<file path="src/rtl/daq_mode_switcher.sv">
// Routes one of NUM_DAQ acquisition engines onto the shared ASIC control pins.
// A source change drains the active engine, then holds the pins safe for a guard interval.
module daq_mode_switcher #(
    parameter int NUM_DAQ       = 2,
    parameter int SEL_W         = $clog2(NUM_DAQ),
    parameter int GUARD_CYCLES  = 16,
    parameter int DRAIN_TIMEOUT = 1024
) (
    input  logic                   Clk,
    input  logic                   reset,
    input  logic [SEL_W-1:0]       DaqSelect,
    input  logic [4*NUM_DAQ-1:0]   Daq_PWR_ON,
    input  logic [NUM_DAQ-1:0]     Daq_RESET_B,
    input  logic [NUM_DAQ-1:0]     Daq_START_ACQ,
    input  logic [NUM_DAQ-1:0]     Daq_Busy,
    input  logic                   UsbAcqStart,
    output logic                   PWR_ON_A,
    output logic                   PWR_ON_D,
    output logic                   PWR_ON_ADC,
    output logic                   PWR_ON_DAC,
    output logic                   RESET_B,
    output logic                   START_ACQ,
    output logic [NUM_DAQ-1:0]     AcqStart,
    output logic [SEL_W-1:0]       ActiveDaq,
    output logic                   Switching,
    output logic                   SelectError,
    output logic                   DrainTimeout
);

    localparam int GW = (GUARD_CYCLES > 1) ? $clog2(GUARD_CYCLES) : 1;
    localparam int DW = (DRAIN_TIMEOUT > 1) ? $clog2(DRAIN_TIMEOUT) : 1;
    localparam logic [GW-1:0]    LP_GUARD_LAST = GW'(GUARD_CYCLES - 1);
    localparam logic [DW-1:0]    LP_DRAIN_LAST = DW'(DRAIN_TIMEOUT - 1);
    localparam logic [SEL_W:0]   LP_NUM        = (SEL_W + 1)'(NUM_DAQ);

    typedef enum logic [1:0] {ST_RUN, ST_DRAIN, ST_GUARD} state_t;

    state_t             r_state, w_state_next;
    logic [SEL_W-1:0]   r_target, r_active, w_active_next;
    logic [GW-1:0]      r_guard_cnt, w_guard_cnt_next;
    logic [DW-1:0]      r_drain_cnt, w_drain_cnt_next;
    logic               w_drain_to, w_busy, w_sel_ok, w_usb_ok;
    logic [3:0]         w_pwr [NUM_DAQ];
    logic [NUM_DAQ-1:0] w_acq_hot;

    logic [3:0]         r_pwr;
    logic               r_reset_b, r_start_acq, r_switching, r_sel_err, r_drain_to;
    logic [NUM_DAQ-1:0] r_acq_start;

    genvar gi;
    generate
        for (gi = 0; gi < NUM_DAQ; gi++) begin : g_src
            assign w_pwr[gi]     = Daq_PWR_ON[4*gi +: 4];
            assign w_acq_hot[gi] = w_usb_ok && (r_active == SEL_W'(gi));
        end
    endgenerate

    assign w_busy   = Daq_Busy[r_active];
    assign w_sel_ok = ({1'b0, DaqSelect} < LP_NUM);
    // A start only passes when this cycle and the next are both RUN, so none leaks into DRAIN.
    assign w_usb_ok = UsbAcqStart && (r_state == ST_RUN) && (w_state_next == ST_RUN);

    always_comb begin
        w_state_next     = r_state;
        w_active_next    = r_active;
        w_guard_cnt_next = r_guard_cnt;
        w_drain_cnt_next = r_drain_cnt;
        w_drain_to       = 1'b0;
        case (r_state)
            ST_RUN: begin
                if (r_target != r_active) begin
                    w_state_next     = ST_DRAIN;
                    w_drain_cnt_next = '0;
                end
            end
            ST_DRAIN: begin
                if (!w_busy || (r_drain_cnt == LP_DRAIN_LAST)) begin
                    w_drain_to       = w_busy;
                    w_active_next    = r_target;
                    w_guard_cnt_next = LP_GUARD_LAST;
                    w_state_next     = ST_GUARD;
                end else begin
                    w_drain_cnt_next = r_drain_cnt + 1'b1;
                end
            end
            ST_GUARD: begin
                // A retarget while guarding restarts the whole interval on the new source.
                if (r_target != r_active) begin
                    w_active_next    = r_target;
                    w_guard_cnt_next = LP_GUARD_LAST;
                end else if (r_guard_cnt == '0) begin
                    w_state_next     = ST_RUN;
                end else begin
                    w_guard_cnt_next = r_guard_cnt - 1'b1;
                end
            end
            default: begin
                w_state_next     = ST_GUARD;
                w_guard_cnt_next = LP_GUARD_LAST;
            end
        endcase
    end

    always_ff @(posedge Clk or posedge reset) begin
        if (reset) begin
            r_state     <= ST_GUARD;
            r_target    <= '0;
            r_active    <= '0;
            r_guard_cnt <= LP_GUARD_LAST;
            r_drain_cnt <= '0;
        end else begin
            r_state     <= w_state_next;
            r_active    <= w_active_next;
            r_guard_cnt <= w_guard_cnt_next;
            r_drain_cnt <= w_drain_cnt_next;
            if (w_sel_ok) begin
                r_target <= DaqSelect;
            end
        end
    end

    // Outputs are registered from the next state so they line up with the state register.
    always_ff @(posedge Clk or posedge reset) begin
        if (reset) begin
            r_pwr       <= '0;
            r_reset_b   <= 1'b0;
            r_start_acq <= 1'b0;
            r_acq_start <= '0;
            r_switching <= 1'b1;
            r_sel_err   <= 1'b0;
            r_drain_to  <= 1'b0;
        end else begin
            r_sel_err   <= !w_sel_ok;
            r_drain_to  <= w_drain_to;
            r_switching <= (w_state_next != ST_RUN);
            r_acq_start <= w_acq_hot;
            if (w_state_next == ST_GUARD) begin
                r_pwr       <= '0;
                r_reset_b   <= 1'b0;
                r_start_acq <= 1'b0;
            end else begin
                r_pwr       <= w_pwr[r_active];
                r_reset_b   <= Daq_RESET_B[r_active];
                r_start_acq <= Daq_START_ACQ[r_active];
            end
        end
    end

    assign PWR_ON_A     = r_pwr[0];
    assign PWR_ON_D     = r_pwr[1];
    assign PWR_ON_ADC   = r_pwr[2];
    assign PWR_ON_DAC   = r_pwr[3];
    assign RESET_B      = r_reset_b;
    assign START_ACQ    = r_start_acq;
    assign AcqStart     = r_acq_start;
    assign ActiveDaq    = r_active;
    assign Switching    = r_switching;
    assign SelectError  = r_sel_err;
    assign DrainTimeout = r_drain_to;

endmodule
</file>
<file path="config.mk">
export PLATFORM = sky130hd
export DESIGN_NAME = daq_mode_switcher
export DESIGN_NICKNAME = d
export VERILOG_FILES = /design/src/rtl/daq_mode_switcher.sv
export SDC_FILE = /design/constraint.sdc
export NUM_CORES = 1
export LEC_CHECK = 0
export CAP_MARGIN = 20
export CELL_PAD_IN_SITES_DETAIL_PLACEMENT = 1
export CELL_PAD_IN_SITES_GLOBAL_PLACEMENT = 1
export CORE_MARGIN = 2
export CORE_UTILIZATION = 35
export DETAILED_ROUTE_END_ITERATION = 10
export PLACE_DENSITY_LB_ADDON = 0.1
export SYNTH_ARGS = -nofsm -noshare
export SYNTH_HDL_FRONTEND = slang
export SYNTH_SLANG_ARGS = --single-unit
</file>
<file path="constraint.sdc">
create_clock -name Clk -period 5.1 [get_ports Clk]
set_input_delay 1.275 -clock Clk [delete_from_list [all_inputs] [get_ports Clk]]
set_output_delay 1.275 -clock Clk [all_outputs]
set_load 0.01 [all_outputs]
</file>
==> run metrics, run 1 <==
HP Start=r_drain_cnt[8]; worst slack at placement=1780 ps; fin crit period=3030 ps; WHS Path Cells=1; Hold Crit Endpoint=r_drain_cnt[8]; crit start category=flop; number of port buffers=28; Die W=67.9 um; Routed WL=3.47 mm; die height=67.9 um; placed insts=215; number of setup violations in the final report=0; RR Endpoint=r_drain_cnt[7]; DRC viols=0; power density over the cells=259 nW/um^2; number of DRC markers in iteration 0=57; Worst Path Required=3830 ps; ys async rst share=100%; met1 WL=1.53 mm; post-cts gate resize count=0; initial antenna violation count=0; Post-CTS Setup Inserts=0; crit-path cells=clkdlybuf4s50_1; slowest CP cell=dfrtp_1; Final Worst Setup Slack=2070 ps; critical path peak fanout=17; Crit. End Element=primary output; Post-synth top flop=dfrtp_1; Seq pwr share=55.8%; worst-margin pin slew=1030 ps; register area share after synthesis=49.6%; post-route ant nets=0; CTS H-tree depth=1; crit path buf inv count=1; Layout Skew=2.46 ps; unrepaired setup endpoints after global routing=false; Wirelength per Cell=15.8 um; top layer in use=met4; core area=3970 sq um; P_int=0.353 mW; Peak VDD IR=113 uV; Crit Path Category=reg2out; Combinational Power Share=15.1%; Site Rows=23; FF-to-FF path depth=4; Syn Inst Count=144; synth top area cells=dfrtp_1, dfstp_2, mux2i_1, nor2_1, nand2_1; most common cell in the netlist=dfrtp_1; GRT Util Overall=17.3%; Syn Nets=164; DRT Pass-1 Iters=4; CTS tree=done; vias in the first global route=1233; hold_buf cts=0; Synth area leader=dfrtp_1; Layout Cells excl Fill=220; vias per cell=5.39; num ports=30; maximum number of pins on one net before global-route repair=29; syn avg cell area=9.92 sq um; CTS root buf=clkbuf_8; Clk Latency, worst-skew pair=270 ps; status=complete, no violations; Post-synth EDFFs=0; switch share=25.0%; Relative slew margins=31.1%; Final Util=45.7%; Slew Limit Fails=0; global route total overflow=0; worst r2r src=ActiveDaq; gpl congestion=0.737; period utilization=59.3%; final instance area=1820 sq um; arrival time at the worst endpoint=1750 ps; Max-Cap Viols=0; first-pass GRT wire length=6.04 mm; ant diodes=0; setup_tns=0 ps; Hold Fails Final Rpt=0; dpl cell area=1730 sq um; final net count=191; TritonCTS Buffers=3; top cell family by delay on the critical path=flip-flops; Netlist Area Pre-Place=1430 sq um; clock slew at reported path FFs=90 ps; FF+latch count, synth=28; DPL Wire Length=2.61 mm; Yosys cell types=45; met2 WL post-DR=1.79 mm; yosys warns=0; Peak Freq=331 MHz; crit-path max cell delay=800 ps; leakage=0.752 nW; layout cells sized above 1=9.41%; setup slack, reg-to-reg=2660 ps; total number of vias=1186; Hold Path Class=reg2reg; Post-synth top cells=dfrtp_1, nor2_1, nand2_1; Clk network pwr share=29.1%; CTS max path bufs=2; DIE AREA=4610 sq um; Initial Util=36.0%; Layout area overhead=27.1%; area fraction of the dominant cell type after synthesis=38.5%; NetSw=0.118 mW; routed wl met3=134 um; CTS Sinks=28
## cell families (layout without fill, tap and decap cells)
| group | after synthesis | count (layout) | synth area share (%) |
|---|---|---|---|
| compound gates | 28 | 28 | 13.7 |
| xor+xnor | 2 | 2 | 1.23 |
| fa+ha+maj | 2 | 2 | 1.75 |
| buf+inv | 14 | 40 | 4.55 |
| flops | 28 | 28 | 49.6 |
| mux | 13 | 13 | 9.54 |
| other cells | 1 | 1 | 0.262 |
| simple gates | 56 | 56 | 19.4 |
## layout make-up
class / instances / area, sq um
well taps: 50 / 62.6
flip-flops and latches: 28 / 708
fillers: 457 / 2160
clock buffers: 4 / 55.1
inverters: 7 / 26.3
repair buffers: 29 / 308
multi-input cells: 102 / 656
## flip-flops by register name, summed over array words and instances (netlist names)
signal / cells
Switching: 1
ActiveDaq: 1
r_drain_cnt: 10
r_pwr: 4
RESET_B: 1
DrainTimeout: 1
AcqStart: 2
r_state: 2
r_target: 1
START_ACQ: 1
r_guard_cnt: 4
## worst max path at each step
stage / from / end / slack (ps) / depth (start not counted)
2_1_floorplan: Daq_Busy[0] / r_drain_cnt[6] / 2420 / 5
3_3_place_gp: Daq_Busy[0] / r_drain_cnt[6] / 1840 / 5
3_5_place_dp: Daq_Busy[0] / r_drain_cnt[7] / 1780 / 5
4_1_cts: ActiveDaq / ActiveDaq / 2060 / 1
5_1_grt: ActiveDaq / ActiveDaq / 1970 / 1
6_report: ActiveDaq / ActiveDaq / 2070 / 1
## stage by stage
step	power, mW	hold WS, ps
after floorplan	0.307	448
after global placement	0.330	471
after detailed placement	0.337	485
after CTS	0.475	498
after global routing	0.498	526
final	0.471	493
## cells in the final DEF (no fill, tap or decap), types with 3 or more instances in the layout
master            n
nor2_1           16
o31ai_1           3
o21ai_0           5
nor2b_1           3
dfstp_2           6
clkdlybuf4s50_1  28
inv_1             6
clkbuf_8          4
nand3_1           4
mux2i_1          11
a21oi_1           5
nand2_1          13
nor3_1            7
dfrtp_1          22
or4_1             3
## per-layer routing
metal  vias up  GRT usage, %
met5         -             0
met4         0          3.75
met3         2          3.78
met2        18          29.8
met1       599          22.4
li1        567             -
## power groups by stage
stage	clock network [mW]	logic (mW)	registers [mW]
finish	0.137	0.0710	0.263
global route	0.152	0.0803	0.266
CTS	0.143	0.0697	0.263
detailed placement	0	0.0698	0.267
global placement	0	0.0640	0.266
floorplan	0	0.0473	0.260
Note: power is estimated with default switching activity, not from simulation.
==> run 2: changes to the inputs <==
- CORE_UTILIZATION: 35 -> 34
- clock period: 5.1 -> 2.6 ns (I/O delays scaled with it)
==> run metrics, run 2 (synthesized netlist as in run 1, its figures left out) <==
global route total overflow=0 (unchanged); Routed WL=3.57 mm (+2.9%); Hold Path Class=reg2reg; Clk network pwr share=35.0% (+5.9 points); Max-Cap Viols=0 (unchanged); num ports=30 (unchanged); Worst Path Required=2810 ps (-1020 ps); fillers=477 (+4.4%); DPL Wire Length=2.70 mm (+3.4%); CP startpoint=Daq_Busy[0]; Seq pwr share=50.9% (-4.9 points); Site Rows=23 (unchanged); Clk Latency, worst-skew pair=280 ps (about the same); GRT Util Overall=16.9% (-0.45 points); arrival time at the worst endpoint=2570 ps (+820 ps); DIE AREA=4740 sq um (+2.8%); DRT Pass-1 Iters=4 (unchanged); maximum number of pins on one net before global-route repair=29 (unchanged); die height=68.8 um (+1.4%); Initial Util=35.5% (-0.51 points); Die W=68.8 um (+1.4%); placed insts=222 (+3.3%); number of DRC markers in iteration 0=40 (-30%); Layout Skew=2.98 ps (+0.522 ps); hold_buf cts=0 (unchanged); vias in the first global route=1281 (+3.9%); HP Start=r_drain_cnt[8]; WHS Path Cells=1 (unchanged); Hold Crit Endpoint=r_drain_cnt[8]; post-cts gate resize count=0 (unchanged); Post-CTS Setup Inserts=0 (unchanged); number of setup violations in the final report=0 (unchanged); CTS tree=done; Relative slew margins=54.8% (+24 points); Peak VDD IR=391 uV (+250%); worst-margin pin slew=672 ps (-353 ps); core area=4030 sq um (+1.4%); final net count=197 (+3.1%); total number of vias=1188 (+0.17%); Crit. End Element=flop; CTS max path bufs=2 (unchanged); period utilization=90.6%; Hold Fails Final Rpt=0 (unchanged); P_int=0.763 mW (+120%); CTS Sinks=28 (unchanged); CTS root buf=clkbuf_8; Layout area overhead=29.9%; ant diodes=0 (unchanged); RR Endpoint=r_drain_cnt[6]; leakage=0.779 nW (+3.5%); DRC viols=0 (unchanged); Crit Path Category=in2reg; worst r2r src=r_state[0]; layout cells sized above 1=12.5% (+3.1 points); biggest registers after layout=r_drain_cnt (10), r_guard_cnt (4), r_pwr (4); switch share=24.0% (-1.0 points); gpl congestion=0.803 (+9.0%); first-pass GRT wire length=5.89 mm (-2.4%); status=complete, no violations; largest register by flop count=r_drain_cnt; Peak Freq=424 MHz; Slew Limit Fails=0 (unchanged); clock slew at reported path FFs=100 ps (about the same); initial antenna violation count=0 (unchanged); crit start category=primary input; CTS H-tree depth=1 (unchanged); Power Total=1.00 mW (+110%); most common cell after layout, fill and taps aside=clkdlybuf4s50_1; FF-to-FF path depth=4 (unchanged); number of port buffers=28 (unchanged); unrepaired setup endpoints after global routing=false; TritonCTS Buffers=3 (unchanged); NetSw=0.240 mW (+100%); Layout Cells excl Fill=226 (+2.7%); Largest register FFs=10 (unchanged); vias per cell=5.26 (-2.5%); most frequent cells in the layout=clkdlybuf4s50_1, dfrtp_1, nor2_1; critical path peak fanout=5 (-12); setup slack, reg-to-reg=470 ps (-2190 ps); power density over the cells=540 nW/um^2 (+110%); Combinational Power Share=14.1% (-1.0 points); post-route ant nets=0 (unchanged); fin crit period=2360 ps; Wirelength per Cell=15.8 um (+0.15%)
## run 2: area by class of cell
class	count	area (sq um)	share of cell area [%]
multi-input combinational	102	656	35.3
tap	50	62.6	3.37
inverter	7	26.3	1.42
sequential	28	708	38.1
clock inverter	1	30.0	1.62
clock buffer	3	41.3	2.22
timing repair buffer	35	333	17.9
## run 2: how the worst max path moves through the flow
stage,end,slack [ps],depth (start not counted)
after global routing,r_drain_cnt[6],200,5
after CTS,r_drain_cnt[6],260,5
after detailed placement,r_drain_cnt[7],-30,5
after floorplan,r_drain_cnt[6],550,5
final,r_drain_cnt[6],240,5
after global placement,r_drain_cnt[7],50,5
## run 2: worst max-delay path, cell delays in order
cell and delay (ps):
clkdlybuf4s50_1 510, mux2_4 160, or4b_1 530, or4_1 560, a21oi_1 160
## run 2: per-layer routing
| layer | up-vias | GRT usage (%) | share of wire (%) |
|---|---|---|---|
| li1 | 577 | - | - |
| met1 | 591 | 18.9 | 45 |
| met2 | 18 | 31.4 | 51 |
| met3 | 2 | 5.03 | 4.0 |
| met4 | 0 | 3.43 | 0.48 |
| met5 | - | 0 | 0 |
## run 2: stage by stage
stage          setup TNS (ps)  hold slack [ps]  setup WS, ps  util, %  area, sq um
3_3_place_gp                0              467          47.8     44.3         1790
6_report                    0              495           244     46.1         1860
4_1_cts                     0              502           258     46.1         1860
3_5_place_dp            -51.8              488         -31.2     44.3         1790
2_1_floorplan               0              448           545        -         1430
5_1_grt                     0              519           203     46.1         1860
## run 2: power by group through the flow
stage / Clock (mW) / Sequential, mW / Combinational, mW
global route: 0.375 / 0.517 / 0.162
detailed placement: 0 / 0.519 / 0.145
finish: 0.351 / 0.510 / 0.141
global placement: 0 / 0.516 / 0.135
floorplan: 0 / 0.510 / 0.0928
CTS: 0.361 / 0.511 / 0.145
==> run 3: changes to the inputs <==
- SKIP_LAST_GASP: unset -> 1
==> results of run 3 <==
The final DEF is identical to that of run 2; final timing and power are the same.
